`src/rtl/cpu_pkg.sv`:
```
// Shared definitions for the issue-side register scoreboard.
//   ADDR_W   : register address width
//   NUM_REGS : number of architectural registers tracked
//   MAX_OUT  : maximum tracked writes in flight
//   CNT_W    : width of the outstanding-write counter (holds 0..MAX_OUT)
//   sb_state_t : scoreboard drain FSM encoding
package cpu_pkg;

    localparam int ADDR_W   = 5;
    localparam int NUM_REGS = 2 ** ADDR_W;
    localparam int MAX_OUT  = 4;
    localparam int CNT_W    = 3;

    typedef enum logic [1:0] {
        SB_RUN   = 2'd0,
        SB_DRAIN = 2'd1,
        SB_DONE  = 2'd2
    } sb_state_t;

endpackage

```
`src/rtl/sb_hazard_check.sv`:
```
// Combinational hazard evaluation for one issuing instruction.
// Ports:
//   busy        : pending-write bit vector (bit 0 is always clear)
//   rs/rt/rd    : source and destination addresses of the issuing instr
//   uses_rt     : instr reads RT
//   writes_rd   : instr writes RD through a tracked unit
//   wb_valid/wb_addr : writeback happening this cycle
//   outstanding : current in-flight write count
//   raw_hazard  : RS/RT read blocked by a pending write
//   waw_hazard  : RD already has a pending write
//   full_hazard : RD write would exceed the in-flight limit
//   wb_clear    : this cycle's writeback retires a pending write
module sb_hazard_check
    import cpu_pkg::*;
(
    input  logic [NUM_REGS-1:0] busy,
    input  logic [ADDR_W-1:0]   rs,
    input  logic [ADDR_W-1:0]   rt,
    input  logic [ADDR_W-1:0]   rd,
    input  logic                uses_rt,
    input  logic                writes_rd,
    input  logic                wb_valid,
    input  logic [ADDR_W-1:0]   wb_addr,
    input  logic [CNT_W-1:0]    outstanding,
    output logic                raw_hazard,
    output logic                waw_hazard,
    output logic                full_hazard,
    output logic                wb_clear
);

    localparam logic [CNT_W-1:0] MAX_OUT_C = CNT_W'(MAX_OUT);

    logic wb_hit_rs;
    logic wb_hit_rt;
    logic haz_rs;
    logic haz_rt;
    logic rd_tracked;
    logic full;

    // The register file writes on negedge, so a writeback in the same
    // cycle delivers the value in time for the read: bypass the hazard.
    assign wb_hit_rs = wb_valid && (wb_addr == rs) && (rs != '0);
    assign wb_hit_rt = wb_valid && (wb_addr == rt) && (rt != '0);

    assign haz_rs = busy[rs] & ~wb_hit_rs;
    assign haz_rt = busy[rt] & ~wb_hit_rt;

    assign raw_hazard = haz_rs | (uses_rt & haz_rt);

    assign wb_clear = wb_valid & busy[wb_addr];

    // A retiring writeback frees a slot in the same cycle.
    assign full = (outstanding == MAX_OUT_C) & ~wb_clear;

    // WAW deliberately ignores the writeback bypass: the set and clear
    // of the same bit must never collide on one edge.
    assign rd_tracked  = writes_rd & (rd != '0);
    assign waw_hazard  = rd_tracked & busy[rd];
    assign full_hazard = rd_tracked & full;

endmodule

```
`src/rtl/reg_scoreboard.sv`:
```
// Issue-side scoreboard for the 32x32 register file. Tracks destinations
// of in-flight multi-cycle writes, stalls decode on RAW/WAW hazards and on
// the in-flight limit, and offers a drain handshake.
// Ports:
//   clk_i, rst_i            : clock, synchronous active-high reset
//   issue_valid_i           : decode presents an instruction
//   RSaddr_i/RTaddr_i/RDaddr_i : operand/destination addresses
//   uses_rt_i, writes_rd_i  : instruction attributes
//   stall_o, issue_ack_o    : combinational issue handshake
//   wb_valid_i, wb_addr_i   : tracked-unit writeback
//   drain_i, drain_done_o   : drain request / completion (registered)
//   busy_o, outstanding_o   : pending-write vector and count (registered)
//   err_o                   : sticky writeback protocol error
module reg_scoreboard
    import cpu_pkg::*;
(
    input  logic                clk_i,
    input  logic                rst_i,
    input  logic                issue_valid_i,
    input  logic [ADDR_W-1:0]   RSaddr_i,
    input  logic [ADDR_W-1:0]   RTaddr_i,
    input  logic [ADDR_W-1:0]   RDaddr_i,
    input  logic                uses_rt_i,
    input  logic                writes_rd_i,
    output logic                stall_o,
    output logic                issue_ack_o,
    input  logic                wb_valid_i,
    input  logic [ADDR_W-1:0]   wb_addr_i,
    input  logic                drain_i,
    output logic                drain_done_o,
    output logic [NUM_REGS-1:0] busy_o,
    output logic [CNT_W-1:0]    outstanding_o,
    output logic                err_o
);

    sb_state_t           state_q;
    sb_state_t           state_d;
    logic [NUM_REGS-1:0] busy_q;
    logic [NUM_REGS-1:0] busy_d;
    logic [CNT_W-1:0]    cnt_q;
    logic [CNT_W-1:0]    cnt_d;
    logic                err_q;
    logic                done_q;

    logic raw_hazard;
    logic waw_hazard;
    logic full_hazard;
    logic wb_clear;
    logic accept;

    sb_hazard_check u_hazard (
        .busy        (busy_q),
        .rs          (RSaddr_i),
        .rt          (RTaddr_i),
        .rd          (RDaddr_i),
        .uses_rt     (uses_rt_i),
        .writes_rd   (writes_rd_i),
        .wb_valid    (wb_valid_i),
        .wb_addr     (wb_addr_i),
        .outstanding (cnt_q),
        .raw_hazard  (raw_hazard),
        .waw_hazard  (waw_hazard),
        .full_hazard (full_hazard),
        .wb_clear    (wb_clear)
    );

    assign stall_o = issue_valid_i &
                     (raw_hazard | waw_hazard | full_hazard | (state_q != SB_RUN));
    assign issue_ack_o = issue_valid_i & ~stall_o;
    assign accept      = issue_ack_o & writes_rd_i & (RDaddr_i != '0);

    // Clear of the retiring bit and set of the newly issued bit may land
    // on the same edge; they never target the same register.
    always_comb begin
        busy_d = busy_q;
        if (wb_clear) begin
            busy_d[wb_addr_i] = 1'b0;
        end
        if (accept) begin
            busy_d[RDaddr_i] = 1'b1;
        end
        busy_d[0] = 1'b0;
    end

    always_comb begin
        cnt_d = cnt_q;
        case ({accept, wb_clear})
            2'b10:   cnt_d = cnt_q + CNT_W'(1);
            2'b01:   cnt_d = cnt_q - CNT_W'(1);
            default: cnt_d = cnt_q;
        endcase
    end

    always_comb begin
        state_d = state_q;
        case (state_q)
            SB_RUN:   if (drain_i)        state_d = SB_DRAIN;
            SB_DRAIN: if (cnt_d == '0)    state_d = SB_DONE;
            SB_DONE:  if (!drain_i)       state_d = SB_RUN;
            default:                      state_d = SB_RUN;
        endcase
    end

    always_ff @(posedge clk_i) begin
        if (rst_i) begin
            state_q <= SB_RUN;
            busy_q  <= '0;
            cnt_q   <= '0;
            err_q   <= 1'b0;
            done_q  <= 1'b0;
        end else begin
            state_q <= state_d;
            busy_q  <= busy_d;
            cnt_q   <= cnt_d;
            done_q  <= (state_d == SB_DONE);
            // Writeback to an idle or zero register is a protocol error.
            if (wb_valid_i && !busy_q[wb_addr_i]) begin
                err_q <= 1'b1;
            end
        end
    end

    assign busy_o        = busy_q;
    assign outstanding_o = cnt_q;
    assign err_o         = err_q;
    assign drain_done_o  = done_q;

endmodule

```
`config.mk`:
```
export PLATFORM = sky130hd
export DESIGN_NAME = reg_scoreboard
export DESIGN_NICKNAME = d
export VERILOG_FILES = /design/src/rtl/cpu_pkg.sv /design/src/rtl/sb_hazard_check.sv /design/src/rtl/reg_scoreboard.sv
export SDC_FILE = /design/constraint.sdc
export NUM_CORES = 1
export LEC_CHECK = 0
export ABC_AREA = 1
export CORE_UTILIZATION = 53
export DETAILED_ROUTE_END_ITERATION = 10
export HOLD_SLACK_MARGIN = 0.12
export PLACE_DENSITY = 0.89
export SLEW_MARGIN = 15
export SYNTH_ARGS = -nofsm -noshare
export SYNTH_HDL_FRONTEND = slang
export SYNTH_SLANG_ARGS = --single-unit
```
`constraint.sdc`:
```
create_clock -name clk_i -period 4.3 [get_ports clk_i]
set_input_delay 0.43 -clock clk_i [delete_from_list [all_inputs] [get_ports clk_i]]
set_output_delay 0.43 -clock clk_i [all_outputs]
set_load 0.01 [all_outputs]
```
After elaboration in Yosys (flattened, before gate mapping)
Cells that the tools add are included.
Word-level totals
  bits in registers: 39
  bits in latches: 0
  memory bits (writable): 0
  bits in read-only memories: 0
  input bits: 27
  output and inout port bits: 39
  memories kept: 0
Operators by class
  add/subtract/negate cells: 2
  multipliers: 0
  div/mod/pow operators: 0
  order comparisons: 6
  equal/unequal tests: 8
  shift operators: 0
  muxes and demuxes: 19
  bitwise operators: 23
  reductions and logical operators: 14
Operator list (count)
  32-bit 2-to-1 mux: 2
  32-bit bitwise AND: 1
  32-bit inverter: 1
  32-bit bitwise OR: 1
  5-bit by 6-bit less-than comparator with 1-bit output, second input constant: 4
  1-bit binary-select mux with 5-bit select: 4
  5-bit nonzero test: 3
  1-bit bitwise AND: 12
  1-bit demux with 5-bit select: 2
  5-bit equality test: 2
  5-bit by 1-bit >= comparator with 1-bit output, second input constant: 2
  1-bit logical AND: 7
  2-bit equality test, second input constant: 3
  1-bit 2-to-1 mux: 6
  2-bit 2-to-1 mux: 3
  2-bit one-hot mux with 3 select lines: 1
  3-bit one-hot mux with 2 select lines: 1
  2-bit by 1-bit equality test with 1-bit output, second input constant: 2
  1-bit inverter: 4
  1-bit bitwise OR: 4
  3-bit by 1-bit adder with 3-bit output, second input constant: 1
  3-bit equality test, second input constant: 1
  3-bit zero test: 1
  3-bit by 1-bit subtractor with 3-bit output, second input constant: 1
  3 further kinds: 3

Logic depth before layout (Yosys ltp)
Gate-level depths: netlist (run 1).
  word-level depth: 21
  depth in mapped cells: 23
  mapped depth without buffers: 21

By module
From an unflattened synthesis (run 1), not the netlist that was laid out.
Second synthesis, totals
  cell total of the unflattened synthesis: 670
  area, all modules: 3691.0 um2
By module, submodules not included
  reg_scoreboard: times used 1, cells each 322, area an instance 2119.5 um2, sequential area each 760.7 um2
  sb_hazard_check: times used 1, cells each 348, area an instance 1571.5 um2, sequential area each 0.0 um2

Worst setup path before layout (run 1)
Ideal clock, no wire load.
  path type: in2reg
  start: in RTaddr_i[0]
  end: reg state_q[0]
  arrival time: 2.981 ns
  slack: 1.187 ns
  cell stages on the path: 23
  buffers on the path: 3
  cell sequence: buf_2 inv_2 buf_2 nand2_1 nand3_1 nand3_1 nand3_1 nand2_1 nand2_1 nand2_1 nor2_1 nor2_1 nand4_4 buf_6 ha_1 fa_1 a21oi_1 o21ai_0 xor2_1 nor3_1 inv_1 nand2_1 a21oi_1
Between the ends
  cells in the longest elaborated chain, start to end: 20
  elaborated cells on any way between the ends: 24
  those cells by class: eq/ne (3); mux (5); bitwise (12); reduce/logical (4)
Ends and longest elaborated chain
  start, declared: line reg_scoreboard.sv:21  | input logic [ADDR_W-1:0] RTaddr_i,
  branches (longest 4 deep; another with 1-bit binary-select mux with 5-bit select)
  1-bit bitwise AND *: line sb_hazard_check.sv:46  | assign haz_rt = busy[rt] & ~wb_hit_rt;
  1-bit bitwise AND *: line sb_hazard_check.sv:48  | assign raw_hazard = haz_rs | (uses_rt & haz_rt);
  1-bit bitwise OR *: line sb_hazard_check.sv:48
  1-bit bitwise OR * (3 in a row): line reg_scoreboard.sv:68  | (raw_hazard | waw_hazard | full_hazard | (state_q != SB_RUN));
  1-bit bitwise AND *: line reg_scoreboard.sv:67  | assign stall_o = issue_valid_i &
  1-bit inverter *: line reg_scoreboard.sv:69  | assign issue_ack_o = issue_valid_i & ~stall_o;
  1-bit bitwise AND *: line reg_scoreboard.sv:69
  1-bit bitwise AND * (2 in a row): line reg_scoreboard.sv:70  | assign accept = issue_ack_o & writes_rd_i & (RDaddr_i != '0);
  2-bit by 1-bit equality test with 1-bit output / 2-bit equality test (equally long branches): line reg_scoreboard.sv:87  | case ({accept, wb_clear})
  3-bit one-hot mux with 2 select lines *: line reg_scoreboard.sv:87
  3-bit zero test *: line reg_scoreboard.sv:98  | SB_DRAIN: if (cnt_d == '0) state_d = SB_DONE;
  2-bit 2-to-1 mux *: line reg_scoreboard.sv:98
  2-bit one-hot mux with 3 select lines *: line reg_scoreboard.sv:96  | case (state_q)
  end signal, assigned: line reg_scoreboard.sv:112  | state_q <= state_d;
  end, declared: line reg_scoreboard.sv:36  | sb_state_t state_q;
Every way passes the cells marked *. The select of a mux whose other input is x is not followed.
A chain may end at the register's enable or synchronous reset.

Worst setup path after layout (run 1)
  start: in RTaddr_i[1]
  end: out stall_o
Between the ends
  cells in the longest elaborated chain, start to end: 11
  elaborated cells on any way between the ends: 14
  those cells by class: eq/ne (1); mux (2); bitwise (8); reduce/logical (3)
Ends and longest elaborated chain
  branches (longest 4 deep; another with 1-bit binary-select mux with 5-bit select)
  1-bit bitwise AND *: line sb_hazard_check.sv:46
  1-bit bitwise AND *: line sb_hazard_check.sv:48
  1-bit bitwise OR *: line sb_hazard_check.sv:48
  1-bit bitwise OR * (3 in a row): line reg_scoreboard.sv:68
  1-bit bitwise AND *: line reg_scoreboard.sv:67
  end, declared: line reg_scoreboard.sv:25  | output logic stall_o,
Marks and branches as above.

==> results of run 1 <==
synthesized netlist by cell type (3+ instances only):
cell type / count
a21oi_1: 6
a31oi_1: 31
buf_2: 16
buf_6: 3
clkbuf_1: 4
dfxtp_1: 38
inv_1: 53
inv_2: 9
nand2_1: 210
nand3_1: 61
nor2_1: 118
nor3_1: 10
nor3_2: 6
o21ai_0: 14
o21ai_1: 5
o22ai_1: 11
xor2_1: 3
final cells by class:
class                      count  area (um^2)
multi-input combinational    488         2190
fill                         545         1820
timing repair buffer          83          783
sequential                    38          761
inverter                      65          245
tap                           75         93.8
clock buffer                   6         82.6
clock inverter                 2         12.5
per-stage QoR:
stage	instances	setup WS, ns	util [%]	total power, uW
after floorplan	616	1.19	-	485
after global placement	749	0.541	68.0	565
after detailed placement	749	0.514	68.0	568
after CTS	757	0.717	69.6	827
after global routing	757	0.444	69.6	866
final	757	0.630	69.6	833
state kept, by name, indices dropped and copies added (netlist names):
| signal | flops |
|---|---|
| busy_o | 31 |
| outstanding_o | 3 |
| state_q | 2 |
| drain_done_o | 1 |
| err_o | 1 |
power breakdown:
| group | internal [uW] | switching (uW) | leakage [uW] |
|---|---|---|---|
| logic | 75.0 | 132 | 0.00140 |
| clock network | 129 | 135 | 0.0000472 |
| registers | 357 | 4.91 | 0.000307 |
logic make-up after synthesis:
family	after synthesis
other	1
adders and majority gates	2
buffers and inverters	90
DFF	38
xor gates and xnor gates	5
and+or+nand+nor	410
AOI/OAI and AO/OA	70
metal layers:
layer | wire length [um] | up-vias
li1 | - | 2093
met1 | 4970 | 1973
met2 | 5680 | 330
met3 | 1880 | 60
met4 | 570 | 0
met5 | 0 | -
path summary, 6_finish.rpt:
check	start	endpoint	slack, ns	cells after the start
max reg2reg	busy_o[4]$_SDFF_PP0_	drain_done_o$_SDFF_PP0_	1.22	19
min reg2reg	err_o$_SDFFE_PP0P_	err_o$_SDFFE_PP0P_	0.49	2
min	err_o$_SDFFE_PP0P_	err_o$_SDFFE_PP0P_	0.49	2
max	RTaddr_i[1]	stall_o	0.63	13
worst register-to-register path: stages (launching register included):
cell,delay (ns)
dfxtp_1,0.46
inv_1,0.14
o21ai_0,0.16
nand2_1,0.07
nand2_1,0.06
nand2_1,0.05
nand2_1,0.05
nor2_1,0.05
nand2_1,0.05
nand2_1,0.11
a21oi_4,0.20
nand4_4,0.11
ha_1,0.24
fa_1,0.38
a21oi_1,0.13
o21ai_0,0.11
xor2_1,0.17
nor3_1,0.23
nand2_1,0.11
a21oi_1,0.13
==> reports/qor.yml, run 1 <==
drv_cap: 0
cp_max_fo: 10
grt_usage_pct: 40.9
core_um2: 5990
placed_area_um2: 4080
arrival_ns: 3.24
worst_pin_slew_ns: 0.928
crit_top_cell: "nand2_1"
period_share_pct: 85.4
postSynthCellCount: 616
die_y_um: 81.4
muxShareOfSynthArea_pct: 0
yosysTopAreaCell: "nand2_1"
num_io_pins: 66
setup_viol: 0
met2_usage_pct: 63.7
synth_flop_cell: "dfxtp_1"
timing.critical_path.to_type: "output port"
port_buffers: 64
vias: 4456
cts_num_sinks: 38
fin_setup_tns_ns: 0
synthArstFlopShare_pct: 0
skew_ns: 0.00609
gr-usage-met1_pct: 51.7
ys_types: 31
yosys.area_share.adder_pct: 0.973
post_cts_buffers: 0
max_slew_margin_pct: 37.9
dp_hpwl_um: 9760
dr.pass1.iters: 6
cp_num_buf_inv: 3
drt_iter0_markers: 600
synth_area_leaders: "nand2_1 24%, dfxtp_1 23%, nor2_1 13%, nand3_1 9.1%, inv_1 6.0%"
synth_top_family_by_area: "simple AND/OR/NAND/NOR gates"
mostFrequentLayoutCell: "nand2_1"
ctsResizeCount: 0
die_w_um: 81.4
clock_path_buffers: 2
drtAntennaViolNets: 0
rsz0062_at_grt: "no"
grt_max_degree: 39
wl_um: 13100
yosysSeqAreaShare_pct: 22.8
place_congestion: 1.06
slowest_delay_ns: 0.71
clock_latency_ns: 0.30
yosysWarnings: 0
rows: 28
top_usage_layer: "met2"
synth_nets: 645
nets: 710
timing.final.crit_period_ns: 3.67
cts_tree: "yes"
cts_root_buffer: "clkbuf_8"
htreeDepth: 2
synth_xor_area_share_pct: 1.31
antenna_cells: 0
dieArea_um2: 6630
fin_area_um2: 4170
grt_pass1_wl_um: 20100
grt_overflow: 0
drv_slew: 0
antenna_found_initial: 0
synth.cell_area_um2: 3340
syn_to_final_growth_pct: 24.8
yosysTopAreaCellShare_pct: 23.6
outcome: "finished, final reports clean"
synth_seq_cells: 38
first_global_vias: 3962
wl_per_cell_um: 17.3
initial_core_util_pct: 55.8
cp_top_family: "buffers and inverters"
avgViaCountPerCell: 5.89
crit_path_top_delay_cell: "clkdlybuf4s50_1"
max_freq_ghz: 0.272
avgSynthCellArea_um2: 5.43
drcViolationCount: 0
synth-compound-area-share_pct: 12.5
synth_edf_count: 0
hold_path.class: "register to register"
vdd_drop_max_mv: 0.216
layout_common_cells: "210 x nand2_1, 118 x nor2_1, 64 x clkdlybuf4s50_1"
cts_buffers: 5
cts_hold_buf: 0
clk_pin_slew_ns: 0.08
drive_gt1_share_pct: 6.74
grt_use_met3_pct: 12.1
hold_viol: 0
start_kind: "input pin"
critical_path_class: "input pin to output port"
p_leak_uw: 0.00175
crit_chain: "clkdlybuf4s50_1 > clkinv_1 > o21ai_1 > nand3_1 > nand3_1 > nand2_1 > nand2_1 > nand2_1 > nor2_1 > nor2_1 > o21ai_0 > and2_1 > clkdlybuf4s50_1"
synthSimpleGateAreaFrac_pct: 50.7
worstPathRequired_ns: 3.87
whs_ns: 0.488
power_density_nw_per_um2: 200
No activity file was read; power rests on OpenSTA's default activity.
==> inputs of run 2 (changes only) <==
Settings changed: CORE_MARGIN set to 3.
==> run 2 against run 1 <==
  * Global-route usage is 4.3 points lower
  * Core utilization fell by 0.16 points
  * Final cell count grew 0.26%
  * Sequential power about the same
  * Worst setup slack worse by 0.086 ns
  * Sequential share of layout area shrank 0.065 points
  * Combinational power about the same
  * Register-to-register slack worse by 0.12 ns
  * Power increased by 0.35%
==> reports/qor.yml, run 2 (synthesized netlist as in run 1, its figures left out) <==
crit_chain: "clkdlybuf4s50_1 > clkinv_1 > nand3_1 > nand3_1 > nand3_1 > nand2_1 > nand2_1 > nand2_1 > nor2_1 > nor2_1 > o21ai_0 > and2_1 > clkdlybuf4s50_1"
die_y_um: 85.4  # +4.9%
worst_pin_slew_ns: 0.920  # -0.00740 ns
grt_usage_pct: 36.6  # -4.3 points
min_delay_path_depth: 2  # unchanged
clock_path_buffers: 2  # unchanged
post_cts_buffers: 0  # unchanged
p_sw_uw: 274  # +0.76%
seqPwrFrac_pct: 43.2  # -0.2 points
reg2regPathDepth: 19  # unchanged
rsz0062_at_grt: "no"
whs_endpoint: "err_o$_SDFFE_PP0P_"
wl_um: 13200  # +0.47%
power_density_nw_per_um2: 200  # about the same
slowest_delay_ns: 0.72  # about the same
mostFrequentLayoutCell: "nand2_1"
clock_latency_ns: 0.30  # about the same
clkPwrFrac_pct: 31.6  # -0.2 points
setup_viol: 0  # unchanged
avgViaCountPerCell: 5.94  # +0.95%
cts_num_sinks: 38  # unchanged
antenna_cells: 0  # unchanged
timing.critical_path.to_type: "output port"
grt_overflow: 0  # unchanged
die_w_um: 85.4  # +4.9%
dr.pass1.iters: 6  # unchanged
drtAntennaViolNets: 0  # unchanged
port_buffers: 64  # unchanged
htreeDepth: 2  # unchanged
p_leak_uw: 0.00176  # +0.58%
start_kind: "input pin"
r2r_end: "drain_done_o$_SDFF_PP0_"
skew_ns: 0.00702  # +0.000934 ns
whs_ns: 0.463  # -0.0252 ns
cts_root_buffer: "clkbuf_8"
initial_core_util_pct: 55.5  # -0.32 points
layout_common_cells: "210 x nand2_1, 118 x nor2_1, 64 x clkdlybuf4s50_1"
outcome: "finished, final reports clean"
drv_slew: 0  # unchanged
reg2reg_from: "busy_o[4]$_SDFF_PP0_"
max_freq_ghz: 0.266  # -2.3%
fin_setup_tns_ns: 0  # unchanged
nets: 712  # +0.28%
hold_viol: 0  # unchanged
syn_to_final_growth_pct: 25.2
ctsResizeCount: 0  # unchanged
cp_top_family: "buffers and inverters"
drt_iter0_markers: 598  # -0.33%
drive_gt1_share_pct: 7.02  # +0.27 points
dp_hpwl_um: 9790  # +0.38%
vias: 4510  # +1.2%
largest_reg_flops: 31  # unchanged
rows: 28  # unchanged
max_slew_margin_pct: 38.4  # +0.50 points
first_global_vias: 4152  # +4.8%
critical_path_class: "input pin to output port"
p_comb_share_pct: 25.2  # +0.4 points
arrival_ns: 3.33  # +0.09 ns
fill_cells: 582  # +6.8%
antenna_found_initial: 0  # unchanged
cts_hold_buf: 0  # unchanged
grt_pass1_wl_um: 20900  # +4.2%
vdd_drop_max_mv: 0.180  # -17%
cts_tree: "yes"
timing.final.crit_period_ns: 3.76  # +0.0857 ns
num_io_pins: 66  # unchanged
grt_max_degree: 32  # -18%
hold_path.class: "register to register"
worstHoldStart: "err_o$_SDFFE_PP0P_"
drcViolationCount: 0  # unchanged
dieArea_um2: 7290  # +10%
rrSetupSlack_ns: 1.10  # -0.12 ns
power.internal_uw: 561  # +0.15%
p_sw_share_pct: 32.8  # +0.13 points
cp_max_fo: 10  # unchanged
worstPathRequired_ns: 3.87  # about the same
clk_pin_slew_ns: 0.08  # about the same
cts_buffers: 5  # unchanged
cp_num_buf_inv: 3  # unchanged
core_um2: 6030  # +0.58%
drv_cap: 0  # unchanged
crit_path_top_delay_cell: "clkdlybuf4s50_1"
period_share_pct: 87.4  # +2.0 points
power_uw: 836  # +0.35%
place_congestion: 1.02  # -3.3%
crit_start: "RTaddr_i[1]"
wl_per_cell_um: 17.3  # +0.21%
==> run 2: stage by stage <==
stage	cells	utilization [%]	area (um^2)	worst slack (ns)
after global routing	759	69.5	4190	0.346
final	759	69.5	4190	0.544
after detailed placement	751	67.9	4090	0.306
after global placement	751	67.9	4090	0.478
after CTS	759	69.5	4190	0.587
after floorplan	616	-	3340	1.19
==> run 2: per-layer routing <==
| layer | up-vias | routed length, um | global-route usage (%) |
|---|---|---|---|
| met2 | 350 | 5730 | 57.6 |
| met1 | 1992 | 5180 | 49.3 |
| met4 | 0 | 515 | 13.7 |
| met5 | - | 0 | 0 |
| met3 | 61 | 1730 | 7.18 |
| li1 | 2107 | - | - |
==> run 2: worst max path at each step <==
stage                                         end  slack (ns)  cells past startpoint
after floorplan             state_q[0]$_SDFF_PP0_        1.19                     23
after global placement      state_q[0]$_SDFF_PP0_        0.48                     19
after detailed placement  drain_done_o$_SDFF_PP0_        0.31                     21
after CTS                                 stall_o        0.59                     15
after global routing      drain_done_o$_SDFF_PP0_        0.35                     21
final                                     stall_o        0.54                     13
==> run 2: power groups by stage <==
stage	logic, uW	registers, uW	clock network (uW)
4_1_cts	204	361	266
3_3_place_gp	200	369	0
6_report	210	361	264
2_1_floorplan	115	370	0
3_5_place_dp	202	369	0
5_1_grt	226	362	278
==> run 2: cell type report <==
type / count / area (um^2) / area share (%)
inverter: 65 / 245 / 5.86
sequential: 38 / 761 / 18.2
clock buffer: 6 / 82.6 / 1.97
tap: 75 / 93.8 / 2.24
multi-input combinational: 488 / 2190 / 52.4
timing repair buffer: 85 / 798 / 19.1
clock inverter: 2 / 12.5 / 0.299
==> run 2: worst reg2reg max path, stage by stage, from the launching register on <==
cell and delay (ns):
dfxtp_1 0.49, inv_1 0.16, o21ai_0 0.17, nand2_1 0.07, nand2_1 0.06, nand2_1 0.04
nand2_1 0.07, nor2_1 0.05, nand2_1 0.05, nand2_1 0.13, a21oi_4 0.19, nand4_4 0.11
ha_1 0.23, fa_1 0.38, a21oi_1 0.12, o21ai_0 0.11, xor2_1 0.17, nor3_1 0.21
nand2_1 0.14, a21oi_1 0.18
==> inputs of run 3 (changes only) <==
Settings changed: ABC_AREA 1 to unset, CORE_ASPECT_RATIO set to 1.75, CORE_UTILIZATION 53 to 52, GPL_ROUTABILITY_DRIVEN set to 0, PLACE_DENSITY 0.89 to 0.88.
==> run 3 against run 2 <==
  * Routed wire length is 14% lower
  * Maximum frequency is 6.0% lower
  * Non-clock buffer count is 4 lower
  * Register-to-register slack worse by 0.43 ns
  * Critical path type is now input pin to register
  * Critical endpoint is now state_q[1]$_SDFF_PP0_
==> reports/qor.yml, run 3 <==
outcome: "finished, final reports clean"
muxShareOfSynthArea_pct: 20.6  # +21 points
synth_top_family_by_area: "compound AO/OA/AOI/OAI gates"
power_uw: 989  # +18%
critical_path_class: "input pin to register"
vdd_drop_max_mv: 0.165  # -8.2%
fin_area_um2: 4080  # -2.6%
skew_ns: 0.00264  # -0.00438 ns
ys_types: 54  # +74%
dr.pass1.iters: 5  # -1
grt_max_degree: 43  # +34%
synthArstFlopShare_pct: 0  # unchanged
pre_cts_ws_ns: 0.172  # -0.135 ns
layout_common_cells: "64 x clkdlybuf4s50_1, 38 x dfxtp_1, 34 x nor2b_1"
vias: 3497  # -22%
multiInputGateArea_um2: 2280  # +3.9%
setup_viol: 0  # unchanged
cts_root_buffer: "clkbuf_8"
synth_seq_cells: 38  # unchanged
period_share_pct: 92.9  # +5.6 points
largest_reg_flops: 31  # unchanged
synthSimpleGateAreaFrac_pct: 20.3  # -30 points
worstPathRequired_ns: 4.53  # +0.66 ns
cp_max_fo: 11  # +1
post_cts_buffers: 0  # unchanged
htreeDepth: 2  # unchanged
yosys.area_share.adder_pct: 1.00  # +0.029 points
cts_hold_buf: 0  # unchanged
grt_overflow: 0  # unchanged
hold_viol: 0  # unchanged
synth-compound-area-share_pct: 25.2  # +13 points
rows: 37  # +32%
layout_setup_ws_ns: 0.303  # -0.241 ns
synth_nets: 384  # -40%
power_density_nw_per_um2: 243  # +22%
yosysWarnings: 0  # unchanged
whs_ns: 0.487  # +0.0244 ns
max_freq_ghz: 0.250  # -6.0%
cts_tree: "yes"
grt_usage_pct: 32.4  # -4.2 points
core_um2: 5970  # -0.89%
clock_latency_ns: 0.30  # about the same
regArea_um2: 761  # unchanged
fin_setup_tns_ns: 0  # unchanged
drcViolationCount: 0  # unchanged
drv_cap: 0  # unchanged
drive_gt1_share_pct: 15.2  # +8.1 points
dp_hpwl_um: 8020  # -18%
num_io_pins: 66  # unchanged
synth.cell_area_um2: 3250  # -2.9%
timing.critical_path.to_type: "register"
die_w_um: 65.7  # -23%
clk_pin_slew_ns: 0.08  # about the same
nets: 437  # -39%
yosysSeqAreaShare_pct: 23.4  # +0.68 points
cts_buffers: 5  # unchanged
placed_area_um2: 3930  # -3.8%
die_y_um: 111  # +29%
hold_path.class: "register to register"
wl_per_cell_um: 23.3  # +35%
synth_xor_area_share_pct: 2.97  # +1.7 points
max_slew_margin_pct: 41.0  # +2.6 points
yosysTopAreaCell: "dfxtp_1"
ctsResizeCount: 0  # unchanged
synth_edf_count: 0  # unchanged
avgSynthCellArea_um2: 9.14  # +69%
rsz0062_at_grt: "no"
drv_slew: 0  # unchanged
synth_area_leaders: "dfxtp_1 23%, mux4_2 12%, mux2i_1 7.4%, nor2b_1 6.6%, o41ai_1 6.2%"
syn_to_final_growth_pct: 25.6
worst_pin_slew_ns: 0.884  # -0.0359 ns
yosysMostFrequentCell: "dfxtp_1"
port_buffers: 64  # unchanged
wl_um: 11400  # -14%
drtAntennaViolNets: 0  # unchanged
mostFrequentLayoutCell: "clkdlybuf4s50_1"
synth_flop_cell: "dfxtp_1"
antenna_found_initial: 0  # unchanged
avgViaCountPerCell: 7.18  # +21%
drt_iter0_markers: 461  # -23%
postSynthCellCount: 355  # -42%
grt_pass1_wl_um: 18100  # -14%
cts_num_sinks: 38  # unchanged
synthTopCellsByCount: "38 x dfxtp_1, 34 x nor2b_1, 32 x o21ai_0"
clock_path_buffers: 2  # unchanged
fill_cells: 449  # -23%
timing.final.crit_period_ns: 4.00  # +0.241 ns
initial_core_util_pct: 54.3  # -1.1 points
antenna_cells: 0  # unchanged
p_leak_uw: 0.00146  # -17%
dieArea_um2: 7260  # -0.43%
yosysTopAreaCellShare_pct: 23.4  # -0.15 points
arrival_ns: 4.23  # +0.90 ns
first_global_vias: 3557  # -14%
start_kind: "input pin"
run 3: cell type report:
cell class	instances	share of cell area, %
clock inverter	2	1.47
timing repair buffer	81	18.8
tap	78	2.39
sequential	38	18.7
clock buffer	6	2.03
inverter	8	0.737
multi-input combinational	274	55.9
run 3: worst paths after layout:
check,startpoint,endpoint,slack (ns),depth (start not counted)
worst max-delay path,RDaddr_i[3],state_q[1]$_SDFF_PP0_,0.30,14
worst min register to register,err_o$_SDFFE_PP0P_,err_o$_SDFFE_PP0P_,0.49,2
worst max register to register,busy_o[13]$_SDFF_PP0_,state_q[1]$_SDFF_PP0_,0.67,13
worst min-delay path,err_o$_SDFFE_PP0P_,err_o$_SDFFE_PP0P_,0.49,2
run 3: cell families after synthesis:
logic type / count (synthesis)
fa+ha+maj: 2
xor+xnor: 11
simple gates: 110
buf+inv: 43
compound gates: 106
mux: 44
flops: 38
other cells: 1
run 3: through the flow:
stage	instances	util, %
final	487	68.3
after global routing	487	68.3
after CTS	487	68.3
after global placement	479	65.9
after floorplan	355	-
after detailed placement	479	65.9
run 3: worst max-delay path: stages:
cell and delay, ns:
clkdlybuf4s50_1 0.71, nand3b_1 0.28, o221ai_1 0.18, a2111oi_0 0.52
and3_1 0.29, nand4bb_1 0.13, or2_2 0.31, ha_1 0.22
fa_1 0.38, xnor2_1 0.17, nor2_1 0.07, xnor2_1 0.24
nand4b_1 0.15, a21oi_1 0.14
run 3: per-layer routing:
metal	up-vias	global-route usage (%)	routed length (um)
li1	1489	-	-
met1	1584	36.0	3610
met2	314	53.4	5580
met3	110	6.41	1260
met4	0	22.3	912
met5	-	0	0
run 3: where the power goes:
| part | internal, uW | leakage (uW) | switching (uW) |
|---|---|---|---|
| Combinational | 98.1 | 0.00108 | 137 |
| Sequential | 360 | 0.000307 | 10.4 |
| Clock | 248 | 0.0000714 | 136 |
